[src/rtl/cpu_bus_pkg.sv]
// Shared definitions for the instruction/data memory bus arbiter:
// FSM state encoding, owner codes, fetch size code and abort data word.
package cpu_bus_pkg;

    typedef enum logic [2:0] {
        IDLE   = 3'd0,
        GNT_I  = 3'd1,
        GNT_D  = 3'd2,
        RESP_I = 3'd3,
        RESP_D = 3'd4
    } arb_state_t;

    typedef enum logic {
        OWNER_I = 1'b0,
        OWNER_D = 1'b1
    } owner_t;

    localparam logic [2:0]  FETCH_OP   = 3'b010;
    localparam logic [31:0] ABORT_DATA = 32'hDEAD_BEEF;

    // Data side wins unless fetch has been starved long enough and is still asking.
    function automatic owner_t pick_owner(input logic d_req, input logic i_req,
                                          input logic starve_full);
        return (d_req && !(starve_full && i_req)) ? OWNER_D : OWNER_I;
    endfunction

endpackage

[src/rtl/arb_timeout_cnt.sv]
// Grant-cycle counter for the arbiter abort path; built only with ARB_TIMEOUT_EN.
// expired is high during the TIMEOUT_CYC-th consecutive active cycle.
module arb_timeout_cnt #(
    parameter int TIMEOUT_CYC = 255
) (
    input  logic clk,
    input  logic rst,
    input  logic active,
    output logic expired
);

    localparam int CW = (TIMEOUT_CYC > 1) ? $clog2(TIMEOUT_CYC + 1) : 1;
    localparam logic [CW-1:0] LAST = CW'(TIMEOUT_CYC - 1);

    logic [CW-1:0] cnt;

    always_ff @(posedge clk) begin
        if (rst || !active) begin
            cnt <= '0;
        end else if (cnt != LAST) begin
            cnt <= cnt + 1'b1;
        end
    end

    assign expired = active && (cnt == LAST);

endmodule

[src/rtl/mem_bus_arbiter.sv]
// Two-master (fetch / load-store) arbiter onto one memory port, with fetch
// anti-starvation. Optional grant timeout abort is enabled by macro ARB_TIMEOUT_EN.
module mem_bus_arbiter
    import cpu_bus_pkg::*;
#(
    parameter int DW          = 32,
    parameter int STARVE_MAX  = 4,
    parameter int TIMEOUT_CYC = 255
) (
    input  logic          clk,
    input  logic          rst,
    input  logic          i_req,
    input  logic [DW-1:0] i_addr,
    output logic [DW-1:0] i_rdata,
    output logic          i_ready,
    input  logic          d_req,
    input  logic          d_we,
    input  logic [DW-1:0] d_addr,
    input  logic [DW-1:0] d_wdata,
    input  logic [2:0]    d_op,
    output logic [DW-1:0] d_rdata,
    output logic          d_ready,
    output logic          m_valid,
    output logic          m_we,
    output logic [DW-1:0] m_addr,
    output logic [DW-1:0] m_wdata,
    output logic [2:0]    m_op,
    input  logic [DW-1:0] m_rdata,
    input  logic          m_ack,
    output logic          gnt_d,
    output logic          bus_err
);

    localparam int SW = $clog2(STARVE_MAX + 1);
    localparam logic [SW-1:0] STARVE_TOP = SW'(STARVE_MAX);

    arb_state_t    state;
    logic [SW-1:0] starve_cnt;
    logic          starve_full;
    logic          timeout_hit;
    owner_t        winner;

    assign starve_full = (starve_cnt == STARVE_TOP);
    assign winner      = pick_owner(d_req, i_req, starve_full);

`ifdef ARB_TIMEOUT_EN
    logic grant_active;
    assign grant_active = (state == GNT_I) || (state == GNT_D);

    arb_timeout_cnt #(
        .TIMEOUT_CYC(TIMEOUT_CYC)
    ) u_timeout_cnt (
        .clk    (clk),
        .rst    (rst),
        .active (grant_active),
        .expired(timeout_hit)
    );

    // A real m_ack in the final allowed cycle still completes normally.
    always_ff @(posedge clk) begin
        if (rst) begin
            bus_err <= 1'b0;
        end else begin
            bus_err <= timeout_hit && !m_ack;
        end
    end
`else
    logic unused_timeout_cfg;
    assign unused_timeout_cfg = ^TIMEOUT_CYC;
    assign timeout_hit        = 1'b0;
    assign bus_err            = 1'b0;
`endif

    // NOTE: every state register uses <= so each branch sees the pre-edge values.
    always_ff @(posedge clk) begin
        if (rst) begin
            state      <= IDLE;
            starve_cnt <= '0;
            m_valid    <= 1'b0;
            m_we       <= 1'b0;
            m_addr     <= '0;
            m_wdata    <= '0;
            m_op       <= 3'b000;
            gnt_d      <= 1'b0;
            i_ready    <= 1'b0;
            d_ready    <= 1'b0;
            i_rdata    <= '0;
            d_rdata    <= '0;
        end else begin
            i_ready <= 1'b0;
            d_ready <= 1'b0;
            case (state)
                IDLE: begin
                    if (d_req || i_req) begin
                        m_valid <= 1'b1;
                        if (winner == OWNER_D) begin
                            state   <= GNT_D;
                            gnt_d   <= 1'b1;
                            m_we    <= d_we;
                            m_addr  <= d_addr;
                            m_wdata <= d_wdata;
                            m_op    <= d_op;
                            if (!i_req) begin
                                starve_cnt <= '0;
                            end else if (!starve_full) begin
                                starve_cnt <= starve_cnt + 1'b1;
                            end
                        end else begin
                            state      <= GNT_I;
                            gnt_d      <= 1'b0;
                            m_we       <= 1'b0;
                            m_addr     <= i_addr;
                            m_wdata    <= '0;
                            m_op       <= FETCH_OP;
                            starve_cnt <= '0;
                        end
                    end else begin
                        starve_cnt <= '0;
                    end
                end
                GNT_I, GNT_D: begin
                    if (m_ack || timeout_hit) begin
                        m_valid <= 1'b0;
                        if (state == GNT_D) begin
                            state   <= RESP_D;
                            d_ready <= 1'b1;
                            if (!m_ack) begin
                                d_rdata <= DW'(ABORT_DATA);
                            end else begin
                                d_rdata <= m_we ? '0 : m_rdata;
                            end
                        end else begin
                            state   <= RESP_I;
                            i_ready <= 1'b1;
                            i_rdata <= m_ack ? m_rdata : DW'(ABORT_DATA);
                        end
                    end
                end
                RESP_I, RESP_D: begin
                    state <= IDLE;
                    gnt_d <= 1'b0;
                end
                default: begin
                    state   <= IDLE;
                    m_valid <= 1'b0;
                    gnt_d   <= 1'b0;
                end
            endcase
        end
    end

endmodule

[config.mk]
export PLATFORM = sky130hd
export DESIGN_NAME = mem_bus_arbiter
export DESIGN_NICKNAME = d
export VERILOG_FILES = /design/src/rtl/cpu_bus_pkg.sv /design/src/rtl/arb_timeout_cnt.sv /design/src/rtl/mem_bus_arbiter.sv
export SDC_FILE = /design/constraint.sdc
export NUM_CORES = 1
export LEC_CHECK = 0
export CORE_MARGIN = 5
export CORE_UTILIZATION = 30
export DETAILED_ROUTE_END_ITERATION = 12
export PLACE_DENSITY = 0.63
export SKIP_CTS_REPAIR_TIMING = 1
export SLEW_MARGIN = 25
export SYNTH_ARGS = -nofsm -noshare
export SYNTH_HDL_FRONTEND = slang
export SYNTH_SLANG_ARGS = --single-unit
[constraint.sdc]
create_clock -name clk -period 4.2 [get_ports clk]
set_input_delay 0.63 -clock clk [delete_from_list [all_inputs] [get_ports clk]]
set_output_delay 0.63 -clock clk [all_outputs]
set_load 0.1 [all_outputs]
==> impl_metrics.yaml <==
cells_and_area:
  drive_gt1_share_pct: 6.20
  insertedDiodeCount: 0
  final-seq-area_mm2: 0.00284
  area_delta_synth_final_pct: 59.9
  nNetsFinal: 1062
  multi_input_area_mm2: 0.00260
  fill_cells: 1846
synthesis:
  synth_warnings: 0
  syn_area_per_cell_um2: 8.25
  synth.area.mux_share_pct: 0
  synthFlopType: "dfxtp_1"
  syn_area_mm2: 0.00578
  synth_compound_area_share_pct: 23.7
  synth_top_family_by_area: "compound AO/OA/AOI/OAI gates"
  yosysTopAreaCell: "dfxtp_1"
  synth_enable_flop_cells: 0
  synth.net_count: 839
  synth.most_common_cell: "dfxtp_1"
  synth_simple_gate_area_share_pct: 20.1
  synthCells: 700
  synthAdderAreaFrac_pct: 0.433
  synth_area_leaders: "dfxtp_1 (49%), a21oi_1 (12%), nand2_1 (6.6%)"
  synth_common_cells: "dfxtp_1 (142), a21oi_1 (137), nand2_1 (101)"
  ys_types: 32
  yosysTopAreaCellShare_pct: 49.2
  ys_ff_latch: 142
  synthArstFlopShare_pct: 0
  ys_seq_area_share_pct: 49.2
  synth-xor-area-share_pct: 0
clocking:
  numCtsBuffers: 17
  cts_root_buf: "clkbuf_16"
  clock_path_buffers: 2
  clkSlewWorstSetupHoldPaths_ps: 60
  h-tree-depth: 4
  clk_latency_ps: 410
  cts_tree: "yes"
  clock_sinks: 142
timing:
  final-max-slew-violation-count: 0
  fin_skew_ps: 8.28
  rsz0062_at_grt: "false"
  worst_slew_pin_slew_ps: 1090
  max_freq_ghz: 0.386
  hold_viol_final: 0
  period_needed_ps: 2590
  period_share_pct: 61.7
  timing.slew.headroom_pct: 27.3
  fin_setup_tns_ps: 0
  setup_violations: 0
pwr:
  pwr_density_cell_mw_per_mm2: 477
  leakagePower_nw: 3.11
  vdd_drop_max_v: 0.000279
  total_power_w: 0.00440
job:
  cap_violations: 0
detailed_routing:
  ant_nets: 0
  drt-pass1-iter-count: 4
  finalWirelength_mm: 21.0
  drc: 0
  drt_iter0_drc: 278
  vias_per_cell: 5.03
  wl_per_cell_um: 17.6
  vias: 6015
floorplanning:
  die_area_mm2: 0.0221
  die_width_um: 149
  ios: 274
  die_height_um: 149
  rows: 50
  start_util_pct: 30.7
  core_area_mm2: 0.0188
setup_path:
  cp-end-kind: "output port"
  crit_chain: "clkdlybuf4s50_1"
  critical_path_class: "register to output port"
  cp_top_family: "buffers and inverters"
  max_stage_delay_ps: 1170
  worst-endpoint-arrival_ps: 1960
  crit_path_start_kind: "register"
  r2r_slack_ps: 1970
  crit_buf_inv: 1
  path_max_fanout: 2
  slowest_stage: "clkdlybuf4s50_1"
  cp.required_ps: 3570
placement:
  gp_congestion: 0.758
  dp_hpwl_mm: 14.0
  portBuffers: 272
grt:
  grtUsageMet3_pct: 6.59
  grt_use_met2_pct: 29.0
  grt_pass1_wl_mm: 32.5
  grt_max_degree: 85
  grt_pass1_vias: 5816
  antenna_found_initial: 0
  grt_remaining_overflow: 0
  grt.busiest_layer: "met2"
  gr-usage-met1_pct: 23.3
  grt_use_total_pct: 18.3
min_path:
  hold_path_class: "register to register"
run_status:
  status: "finished clean"
==> flip-flops by register name (all words and copies together), names as in the netlist <==
name / count
state: 3
i_rdata: 32
m_we: 1
gnt_d: 1
m_wdata: 32
starve_cnt: 3
m_valid: 1
m_op: 3
m_addr: 32
d_ready: 1
i_ready: 1
d_rdata: 32
==> placed cells by master (no fill, tap or decap), drive strengths merged, types with 2 or more instances in the layout <==
master,instances
nor2,5
inv,9
or3,2
clkbuf,19
dfxtp,142
nand3b,32
o221a,2
or2,2
nor4,2
clkinv,3
nand4bb,2
buf,16
o21ai,69
clkdlybuf4s50,270
nand3,36
ha,2
a311oi,32
bufinv,4
clkinvlp,2
nand2,101
nand4,35
nor4bb,3
a21oi,137
==> final timing paths <==
path	startpoint	end	depth (start not counted)
max	d_rdata[25]	d_rdata[25]	1
min	d_rdata[21]	d_rdata[21]	2
max reg2reg	starve_cnt[0]	m_addr[15]	6
min reg2reg	d_rdata[21]	d_rdata[21]	2
==> per-layer routing <==
layer,part of all wire (%),wire length (um)
met3,9.5,2000
met1,43,9030
met2,46,9630
met4,1.7,366
met5,0,0
==> kinds of logic after synthesis <==
logic type	Yosys count
AO/OA/AOI/OAI	244
adder cells (fa/ha/maj)	2
buffers and inverters	88
flip-flops	142
other	1
AND/OR/NAND/NOR	223
==> power breakdown <==
| group | switching [W] | leakage, nW | internal, W |
|---|---|---|---|
| registers | 0.0000543 | 1.16 | 0.00144 |
| logic | 0.000934 | 1.65 | 0.000362 |
| clock network | 0.000601 | 0.300 | 0.00101 |
| total | 0.00159 | 3.11 | 0.00282 |
==> through the flow <==
stage / setup WS (ps) / std cells / hold WS (ps) / instance area [um2] / utilization, %
floorplan: 2450 / 700 / 453 / 5780 / -
global placement: 1410 / 1164 / 438 / 8610 / 45.7
detailed placement: 1380 / 1164 / 443 / 8610 / 45.7
CTS: 1580 / 1195 / 452 / 9240 / 49.1
global route: 1540 / 1195 / 463 / 9240 / 49.1
finish: 1610 / 1195 / 447 / 9240 / 49.1
==> layout make-up <==
cell class | count | area share (%)
Multi-Input combinational cell | 470 | 28.1
Tap cell | 260 | 3.52
Timing Repair Buffer | 286 | 30.5
Inverter | 6 | 0.244
Clock inverter | 12 | 1.99
Sequential cell | 142 | 30.8
Clock buffer | 19 | 4.79
(Power assumes the default switching activity.)
